==> config.mk <==
export PLATFORM = sky130hd
export DESIGN_NAME = anc_delay_sum
export DESIGN_NICKNAME = d
export VERILOG_FILES = /design/src/rtl/anc_delay_sum.sv
export SDC_FILE = /design/constraint.sdc
export NUM_CORES = 1
export LEC_CHECK = 0
export BUFFER_PORTS_ARGS = -buffer_cell sky130_fd_sc_hd__buf_2
export CAP_MARGIN = 15
export CORE_MARGIN = 1.5
export CORE_UTILIZATION = 40
export DETAILED_ROUTE_END_ITERATION = 8
export PLACE_DENSITY = 0.57
export RECOVER_POWER = 50
export SYNTH_ARGS = -nofsm -noshare
export SYNTH_HDL_FRONTEND = slang
export SYNTH_SLANG_ARGS = --single-unit
==> constraint.sdc <==
create_clock -name clk -period 16.6 [get_ports clk]
set_input_delay 4.98 -clock clk [delete_from_list [all_inputs] [get_ports clk]]
set_output_delay 4.98 -clock clk [all_outputs]
set_load 0.01 [all_outputs]
==> src/rtl/anc_delay_sum.sv <==
// rtl/anc_delay_sum.sv - programmable anti-noise delay line with saturating sum into the detector path
//
// Purpose:
//   Delays the inverted-noise sample (anti_in) by delay_reg samples through a
//   circular buffer. Each delayed sample is added to the detector sample (sig_in)
//   with signed saturation. The cancelled result is registered together with a
//   one-cycle valid strobe.
//
// Ports:
//   clk        rising-edge system clock
//   rst        synchronous active-high reset
//   in_valid   sig_in / anti_in pair accepted this cycle
//   sig_in     signed detector sample
//   anti_in    signed anti-noise sample
//   cfg_load   load delay_cfg into delay_reg and flush the fill count
//   delay_cfg  requested delay in samples (0..MAX_DELAY-1)
//   out_data   signed saturated sum (held while out_valid=0)
//   out_valid  one-cycle strobe per accepted sample
//   sat_flag   out_data of the last strobe was clipped (held while out_valid=0)
//   primed     fill count covers the current delay

module anc_delay_sum #(
    parameter int DATA_W    = 16,
    parameter int MAX_DELAY = 64,
    parameter int DLY_W     = 6
) (
    input  logic                     clk,
    input  logic                     rst,
    input  logic                     in_valid,
    input  logic signed [DATA_W-1:0] sig_in,
    input  logic signed [DATA_W-1:0] anti_in,
    input  logic                     cfg_load,
    input  logic        [DLY_W-1:0]  delay_cfg,
    output logic signed [DATA_W-1:0] out_data,
    output logic                     out_valid,
    output logic                     sat_flag,
    output logic                     primed
);

    // fill counts 0..MAX_DELAY inclusive, so it needs one bit more than the pointer
    localparam int FILL_W = DLY_W + 1;
    localparam logic [FILL_W-1:0] FILL_MAX = FILL_W'(MAX_DELAY);

    localparam logic signed [DATA_W-1:0] POS_MAX = {1'b0, {(DATA_W-1){1'b1}}};
    localparam logic signed [DATA_W-1:0] NEG_MIN = {1'b1, {(DATA_W-1){1'b0}}};

    // Sample storage is never cleared; stale entries are masked by fill.
    logic signed [DATA_W-1:0] sample_buf [MAX_DELAY];

    logic [DLY_W-1:0]  wr_ptr;
    logic [DLY_W-1:0]  delay_reg;
    logic [FILL_W-1:0] fill;

    // Effective configuration for this edge: a cfg_load takes effect on the
    // sample accepted in the same cycle, which therefore sees an empty history.
    logic [DLY_W-1:0]  eff_delay;
    logic [FILL_W-1:0] eff_fill;
    logic [FILL_W-1:0] fill_next;
    logic [DLY_W-1:0]  rd_ptr;

    logic signed [DATA_W-1:0] delayed;
    logic signed [DATA_W:0]   sum;
    logic signed [DATA_W-1:0] sum_sat;
    logic                     sum_ovf;

    always_comb begin
        eff_delay = cfg_load ? delay_cfg : delay_reg;
        eff_fill  = cfg_load ? '0 : fill;

        // Pointer arithmetic wraps naturally because MAX_DELAY is 2**DLY_W.
        rd_ptr = wr_ptr - eff_delay;

        // Read happens before this edge's write, so buf[rd_ptr] is the sample
        // accepted exactly eff_delay samples ago.
        if (eff_delay == '0) begin
            delayed = anti_in;
        end else if (eff_fill >= {1'b0, eff_delay}) begin
            delayed = sample_buf[rd_ptr];
        end else begin
            delayed = '0;
        end

        sum = {sig_in[DATA_W-1], sig_in} + {delayed[DATA_W-1], delayed};

        // The result overflows DATA_W exactly when the two top bits of the
        // widened sum disagree; the top bit then tells the direction.
        sum_ovf = sum[DATA_W] ^ sum[DATA_W-1];
        if (!sum_ovf) begin
            sum_sat = sum[DATA_W-1:0];
        end else if (sum[DATA_W]) begin
            sum_sat = NEG_MIN;
        end else begin
            sum_sat = POS_MAX;
        end

        if (in_valid && (eff_fill != FILL_MAX)) begin
            fill_next = eff_fill + FILL_W'(1);
        end else begin
            fill_next = eff_fill;
        end
    end

    always_ff @(posedge clk) begin
        if (rst) begin
            wr_ptr    <= '0;
            fill      <= '0;
            delay_reg <= '0;
            out_data  <= '0;
            out_valid <= 1'b0;
            sat_flag  <= 1'b0;
            primed    <= 1'b0;
        end else begin
            delay_reg <= eff_delay;
            fill      <= fill_next;
            primed    <= (fill_next >= {1'b0, eff_delay});
            out_valid <= in_valid;
            if (in_valid) begin
                wr_ptr   <= wr_ptr + DLY_W'(1);
                out_data <= sum_sat;
                sat_flag <= sum_ovf;
            end
        end
    end

    // Storage has no reset; a sample presented during reset is discarded.
    always_ff @(posedge clk) begin
        if (!rst && in_valid) begin
            sample_buf[wr_ptr] <= anti_in;
        end
    end

endmodule

==> results of run 1 <==
## cells by family (layout without fill, tap and decap cells)
logic type | count (synthesis) | in the layout
and+or+nand+nor | 213 | 213
muxes | 361 | 361
buffers and inverters | 117 | 372
adders and majority gates | 51 | 51
xor gates and xnor gates | 31 | 31
DFF | 1062 | 1062
AOI/OAI and AO/OA | 90 | 90
## worst min path at each step
stage          slack [ns]                      start                        end
2_1_floorplan        0.48    delay_reg[0]$_SDFF_PP0_    delay_reg[0]$_SDFF_PP0_
3_3_place_gp         0.48   out_data[3]$_SDFFE_PP0P_   out_data[3]$_SDFFE_PP0P_
3_5_place_dp         0.48  out_data[11]$_SDFFE_PP0P_  out_data[11]$_SDFFE_PP0P_
4_1_cts              0.49  out_data[10]$_SDFFE_PP0P_  out_data[10]$_SDFFE_PP0P_
5_1_grt              0.50  out_data[10]$_SDFFE_PP0P_  out_data[10]$_SDFFE_PP0P_
6_report             0.49  out_data[11]$_SDFFE_PP0P_  out_data[11]$_SDFFE_PP0P_
## power by group through the flow
stage	logic (W)	clock network [W]	registers, W
3_5_place_dp	0.000959	0	0.00301
6_report	0.000943	0.00232	0.00296
5_1_grt	0.000998	0.00247	0.00296
4_1_cts	0.000960	0.00237	0.00296
3_3_place_gp	0.000950	0	0.00301
2_1_floorplan	0.000642	0	0.00301
## critical path, stage by stage
cell      delay, ns
clkbuf_1       0.60
mux2i_1        0.58
inv_1          0.14
fa_4           1.22
buf_12         0.63
mux4_2         0.43
mux4_2         0.52
mux2i_1        0.50
nor3_1         0.13
a211o_1        0.36
ha_1           0.39
nand3_1        0.20
nor3b_1        0.08
a211o_1        0.27
a21oi_1        0.23
xor2_2         0.62
o21ai_0        0.17
a21oi_1        0.26
nor3_1         0.07
## layout by cell type (no fill, tap or decap), types with 26 or more instances in the layout
cell / synthesis / routed
clkinv_1: 0 / 26
nor3_1: 39 / 39
buf_4: 19 / 78
buf_2: 19 / 38
clkbuf_16: 0 / 112
mux4_2: 320 / 320
clkbuf_1: 53 / 70
dfxtp_1: 38 / 38
mux2i_1: 40 / 40
edfxtp_1: 1024 / 1024
ha_1: 36 / 35
nor2_1: 110 / 95
## cell type report
type | instances | share of cell area
Clock inverter | 55 | 0.00954
Sequential cell | 1062 | 0.658
Clock buffer | 140 | 0.0607
Timing Repair Buffer | 161 | 0.0207
Inverter | 16 | 0.00125
Multi-Input combinational cell | 746 | 0.214
Tap cell | 1380 | 0.0361
## stage by stage
| stage | utilization | hold slack (ns) |
|---|---|---|
| final | 0.460 | 0.486 |
| after floorplan | - | 0.476 |
| after global routing | 0.460 | 0.499 |
| after detailed placement | 0.429 | 0.476 |
| after CTS | 0.461 | 0.486 |
| after global placement | 0.429 | 0.481 |
## per-layer routing
layer | up-vias | share of wire | wire, um
li1 | 8434 | - | -
met1 | 10800 | 0.43 | 43600
met2 | 704 | 0.49 | 49200
met3 | 138 | 0.065 | 6560
met4 | 2 | 0.019 | 1910
met5 | - | 0.00013 | 13
==> key figures, run 1 <==
Critical path
  • Critical path required time: 17.14 ns
  • CP Launch Type: input pin
  • CP startpoint: cfg_load
  • CP Capture Point: out_data[11]$_SDFFE_PP0P_
  • Reg-to-Reg Start: wr_ptr[1]$_SDFFE_PP0P_
  • Critical setup path kind: in -> reg
  • Worst R2R Setup Slack: 9.35 ns
  • Crit end category: register
  • Largest fanout on the critical path: 118
  • CP Data Arrival Time: 12.54 ns
  • Crit Reg-Reg Endpoint: out_data[11]$_SDFFE_PP0P_
  • Register-to-Register Path Depth: 17

Timing
  • TNS Setup: 0 ns
  • Minimum clock period after layout: 12.00 ns
  • Slew @ Worst Pin: 3.29 ns
  • Final Slew Violations: 1038
  • PnR worst setup slack: 4.60 ns
  • Hold Vio Cnt, Final: 0
  • Tcrit/Tclk final: 0.723
  • Skew final: 0.0229 ns
  • Max_slew headroom: -1.19
  • RSZ-0062 raised after global routing: no
  • F_max: 83.3 MHz
  • Setup-failing EPs final: 0

Run status
  • Status: finished, violations left
  • Failing checks: capacitance limit, slew limit

CTS
  • CTS Buf Count: 111
  • Clock Path Buffers: 3
  • Clk root buf: clkbuf_16
  • Htree depth: 3
  • Clock Pin Slew Worst Setup and Hold Paths: 0.05 ns
  • CTS tree: yes
  • Worst-skew pair later-pin latency: 0.69 ns
  • # hold bufs at CTS: 0
  • CTS sink count: 1062
  • Post-CTS setup buffers: 0
  • Post-CTS sizing: 0

Logic synthesis
  • Synth Net Count: 2005
  • Seq/Total Area, Yosys: 0.747
  • EDFF count, synth: 1024
  • Yosys warning count: 0
  • Post-Synth Adder-Cell Area: 0.0147
  • Post-synthesis xor/xnor area fraction: 0.00706
  • Multiplexer area fraction after synthesis: 0.181
  • Post-Syn Instances: 1925
  • Compound-Gate Fraction of Synth Area: 0.0151
  • Post-synthesis simple-gate area fraction: 0.0229
  • Mapped Area: 42200 um2
  • Top post-synthesis cells by count: edfxtp_1 (1024), mux4_2 (320), nor2_1 (110)
  • Main combinational cell family by area after synthesis: multiplexers
  • Yosys reg bits: 1062
  • Asr flop ratio synth: 0
  • Ranking of synthesized cells by area: edfxtp_1 (73%), mux4_2 (17%), dfxtp_1 (1.8%), ha_1 (1.1%), nor2_1 (0.98%)
  • Prevailing post-synth register cell: edfxtp_1
  • Yosys top cell area share: 0.729
  • Top-count cell post-synth: edfxtp_1
  • Distinct cell type count after synthesis: 49
  • Avg Inst Size Synth: 21.9 um2
  • Yosys top cell by area: edfxtp_1

Global routing
  • Met3 usage: 0.0293
  • First-pass GRT wire length: 145 mm
  • Total GRT Usage: 0.190
  • Antenna violations before repair: 6
  • Grt ovf: 0
  • GR Layer Usage met1: 0.273
  • Met2 usage: 0.305
  • Vias in the first global route: 20400
  • Largest net degree at the start of global routing: 119
  • Busiest grt layer: met2

Placement
  • Post-placement cell count: 3365
  • Setup WS pre-CTS: 4.44 ns
  • Final HPWL DP: 56.4 mm
  • Final GP Congestion: 0.895
  • IO Port Bufs: 60
  • Placed Area: 44600 um2

Final layout
  • Layout Nets: 2178
  • Fillers: 8639
  • Area of the multi-input gates: 10200 um2
  • Largest registers: sample_buf: 1024 flops, out_data: 16 flops, fill: 7 flops
  • Finished Layout Cells: 3560
  • Largest register FFs: 1024
  • Sequential cell area: 31500 um2
  • Layout cell share with drive strength beyond 1: 0.279
  • Final instance area: 47900 um2
  • Reg with most FFs: sample_buf
  • Area Overhead vs Synth: 13.4%
  • Ant. Diodes: 0

Power and ir drop
  • Internal Pwr Total: 0.00470 W
  • Comb pwr share: 0.151
  • Sw Share: 0.245
  • Peak supply drop: 0.0821 mV
  • Clock power share: 0.373
  • Power, Total: 0.00623 W
  • PwrDens: 130 nW/um2
  • Net Switching: 0.00153 W
  • Sequential Power Share: 0.476
  • Leakage power: 15.3 nW

Worst hold path
  • Hold Crit Depth: 2
  • HP Class: reg -> reg

Route
  • Detail Route Antenna Nets: 0
  • Initial DRC Count: 2382
  • Final WL: 101 mm
  • Number of remaining DRC errors: 0
  • Vias: 20100
  • DR WL/cell: 28.5 um
  • DR pass1 iterations: 5
  • Via-to-Cell Ratio: 5.65

Die
  • IO Count: 61
  • Standard-cell row count: 118
  • Chip width: 328 um
  • Starting Density: 0.405
  • Die height: 328 um
  • Core ar.: 104000 um2
  • Die Area: 107000 um2

Job
  • Max-cap violations: 19
(Power assumes the default switching activity.)
==> inputs of run 2 (changes only) <==
Settings changed: ABC_AREA set to 1, PLACE_DENSITY 0.57 to 0.59.
Clock period 16.6 ns to 10.4 ns, I/O delays scaled along.
==> run 2 against run 1 <==
Effect of this change: the run still ends with capacitance limit, slew limit left; die area rose by 4.6%; sequential cell count did not move; routed wire length rose by 22%; clock power rose by 61%; worst hold slack improved by 0.0034 ns; total power rose by 67%; clock skew rose by 0.019 ns; setup slack got worse by 2.9 ns; clock-buffer cell count fell by 2; global-route usage rose by 2.8 points; register-to-register slack got worse by 4.6 ns; largest power group unchanged.
==> key figures, run 2 <==
Run status
  • Status: finished, violations left (unchanged)
  • Failing checks: capacitance limit, slew limit (unchanged)

Die
  • Standard-cell row count: 121 (was 118)
  • IO Count: 61 (unchanged)
  • Die Area: 112000 um2 (was 107000 um2)
  • Core ar.: 109000 um2 (was 104000 um2)
  • Chip width: 335 um (was 328 um)
  • Die height: 335 um (was 328 um)
  • Starting Density: 0.405 (about the same)

Critical path
  • Worst R2R Setup Slack: 4.70 ns (was 9.35 ns)
  • Worst path depth: 28 (was 19)
  • Top delay family on crit path: simple AND/OR/NAND/NOR gates (was multiplexers)
  • CP max stage delay: 0.67 ns (was 1.22 ns)
  • CP Data Arrival Time: 9.25 ns (was 12.54 ns)
  • Largest fanout on the critical path: 113 (was 118)
  • CP Launch Type: input pin (unchanged)
  • Most used cell along the critical path: nand2_1
  • Critical setup path kind: in -> reg (unchanged)
  • WP buf/inv: 5 (was 3)
  • Register-to-Register Path Depth: 25 (was 17)
  • Crit end category: register (unchanged)
  • Critical path required time: 10.96 ns (was 17.14 ns)
  • Slowest stage cell, crit path: fa_4 (unchanged)

Global routing
  • Total GRT Usage: 0.217 (was 0.190)
  • Antenna violations before repair: 3 (was 6)
  • Vias in the first global route: 27600 (was 20400)
  • First-pass GRT wire length: 183 mm (was 145 mm)
  • Largest net degree at the start of global routing: 147 (was 119)
  • Grt ovf: 0 (unchanged)

Final layout
  • Largest registers: sample_buf: 1024 flops, out_data: 16 flops, fill: 7 flops (unchanged)
  • Reg with most FFs: sample_buf (unchanged)
  • Commonest non-fill, non-tap cell in the layout: nand2_1 (was edfxtp_1)
  • Most frequent cells in the layout: nand2_1 (1178), nand3_1 (1028), edfxtp_1 (1024) (was edfxtp_1 (1024), mux4_2 (320), clkbuf_16 (112))
  • Area of the multi-input gates: 11400 um2 (was 10200 um2)
  • Fillers: 9967 (was 8639)
  • Largest register FFs: 1024 (unchanged)
  • Fin util: 0.455 (was 0.460)
  • Layout cell share with drive strength beyond 1: 0.0814 (was 0.279)
  • Sequential cell area: 31500 um2 (unchanged)
  • Area Overhead vs Synth: 12.4% (was 13.4%)
  • Ant. Diodes: 0 (unchanged)
  • Layout Nets: 3993 (was 2178)

Logic synthesis
  • Seq/Total Area, Yosys: 0.713 (was 0.747)
  • Post-Syn Instances: 3852 (was 1925)
  • Yosys warning count: 0 (unchanged)
  • Top-count cell post-synth: nand2_1 (was edfxtp_1)
  • Synth Net Count: 3932 (was 2005)
  • Mapped Area: 44200 um2 (was 42200 um2)
  • Yosys top cell area share: 0.696 (was 0.729)
  • EDFF count, synth: 1024 (unchanged)
  • Asr flop ratio synth: 0 (unchanged)
  • Avg Inst Size Synth: 11.5 um2 (was 21.9 um2)
  • Yosys top cell by area: edfxtp_1 (unchanged)
  • Distinct cell type count after synthesis: 40 (was 49)
  • Top post-synthesis cells by count: nand2_1 (1178), nand3_1 (1028), edfxtp_1 (1024) (was edfxtp_1 (1024), mux4_2 (320), nor2_1 (110))
  • Ranking of synthesized cells by area: edfxtp_1 (70%), nand3_1 (12%), nand2_1 (10%), dfxtp_1 (1.7%), buf_2 (1.3%) (was edfxtp_1 (73%), mux4_2 (17%), dfxtp_1 (1.8%), ha_1 (1.1%), nor2_1 (0.98%))
  • Yosys reg bits: 1062 (unchanged)
  • Prevailing post-synth register cell: edfxtp_1 (unchanged)

Job
  • Max-cap violations: 18 (was 19)

CTS
  • Clock Path Buffers: 3 (unchanged)
  • Clk root buf: clkbuf_16 (unchanged)
  • CTS tree: yes (unchanged)
  • Worst-skew pair later-pin latency: 0.69 ns (about the same)
  • CTS sink count: 1062 (unchanged)
  • # hold bufs at CTS: 0 (unchanged)
  • Post-CTS setup buffers: 0 (unchanged)
  • Post-CTS sizing: 0 (unchanged)
  • Clock Pin Slew Worst Setup and Hold Paths: 0.06 ns (was 0.05 ns)
  • Htree depth: 3 (unchanged)
  • CTS Buf Count: 107 (was 111)

Timing
  • F_max: 115 MHz
  • Minimum clock period after layout: 8.69 ns
  • Max_slew headroom: -1.60 (was -1.19)
  • Hold Vio Cnt, Final: 0 (unchanged)
  • Slew @ Worst Pin: 3.90 ns (was 3.29 ns)
  • Skew final: 0.0420 ns (was 0.0229 ns)
  • TNS Setup: 0 ns (unchanged)
  • Final Slew Violations: 1022 (was 1038)
  • RSZ-0062 raised after global routing: no (unchanged)
  • Tcrit/Tclk final: 0.836
  • Setup-failing EPs final: 0 (unchanged)

Route
  • DR pass1 iterations: 5 (unchanged)
  • Via-to-Cell Ratio: 5.43 (was 5.65)
  • Number of remaining DRC errors: 0 (unchanged)
  • Detail Route Antenna Nets: 0 (unchanged)
  • Vias: 29800 (was 20100)
  • DR WL/cell: 22.5 um (was 28.5 um)
  • Final WL: 123 mm (was 101 mm)
  • Initial DRC Count: 3653 (was 2382)

Power and ir drop
  • PwrDens: 210 nW/um2 (was 130 nW/um2)
  • Peak supply drop: 0.165 mV (was 0.0821 mV)
  • Leakage power: 17.8 nW (was 15.3 nW)

Placement
  • Final HPWL DP: 68.0 mm (was 56.4 mm)
  • IO Port Bufs: 60 (unchanged)
  • Final GP Congestion: 0.875 (was 0.895)

Worst hold path
  • HP Class: reg -> reg (unchanged)
  • Hold Crit Depth: 2 (unchanged)
## run 2: changes by cell type in the layout (fill, tap and decap cells not counted), sizes merged, moves of 28 or more
cell   previous run  this run
nand3             9      1028
mux4            320         0
nor3             39        10
mux2i            40         3
nand2            17      1182
buf             119       147
inv              22        77
## run 2: metrics by stage
step	cell area [um2]	hold WS, ns	instances	power (W)	setup WS, ns
after floorplan	44200	0.507	3852	0.00601	3.33
after global routing	49600	0.521	5479	0.0108	1.31
final	49600	0.490	5479	0.0104	1.71
after CTS	49800	0.487	5479	0.0105	2.16
after global placement	46400	0.466	5280	0.00675	1.50
after detailed placement	46400	0.469	5280	0.00676	1.46
## run 2: worst paths after layout
path                                           startpoint                        end
worst max-delay path                             cfg_load      sat_flag$_SDFFE_PP0P_
worst min-delay path            out_data[15]$_SDFFE_PP0P_  out_data[15]$_SDFFE_PP0P_
worst max register to register     wr_ptr[0]$_SDFFE_PP0P_      sat_flag$_SDFFE_PP0P_
worst min register to register  out_data[15]$_SDFFE_PP0P_  out_data[15]$_SDFFE_PP0P_
## run 2: cell type report
| type | instances | share of cell area |
|---|---|---|
| Clock buffer | 138 | 0.0580 |
| Clock inverter | 61 | 0.00985 |
| Inverter | 75 | 0.00605 |
| Multi-Input combinational cell | 2485 | 0.229 |
| Sequential cell | 1062 | 0.635 |
| Tap cell | 1476 | 0.0372 |
| Timing Repair Buffer | 182 | 0.0252 |
## run 2: metal layers
metal | GRT usage | vias to the layer above | wire length [um]
met3 | 0.0311 | 204 | 9490
li1 | - | 13800 | -
met5 | 0 | - | 0
met1 | 0.311 | 14600 | 52500
met2 | 0.338 | 1226 | 57100
met4 | 0.0772 | 0 | 4290
## run 2: logic make-up after synthesis
kind of cell | after synthesis | synth area share
AOI/OAI and AO/OA | 78 | 0.00992
xor gates and xnor gates | 21 | 0.00416
adders and majority gates | 38 | 0.0111
buffers and inverters | 305 | 0.0299
DFF | 1062 | 0.713
muxes | 3 | 0.000680
and+or+nand+nor | 2345 | 0.231
## run 2: worst min-delay path: stages, from the launching register on
cell and delay (ns):
dfxtp_1 0.33, o211ai_1 0.08, inv_1 0.05
## run 2: where the power goes
group	switching, W	internal, W
registers	0.0000114	0.00472
clock network	0.00161	0.00212
logic	0.00144	0.000511
total	0.00306	0.00735
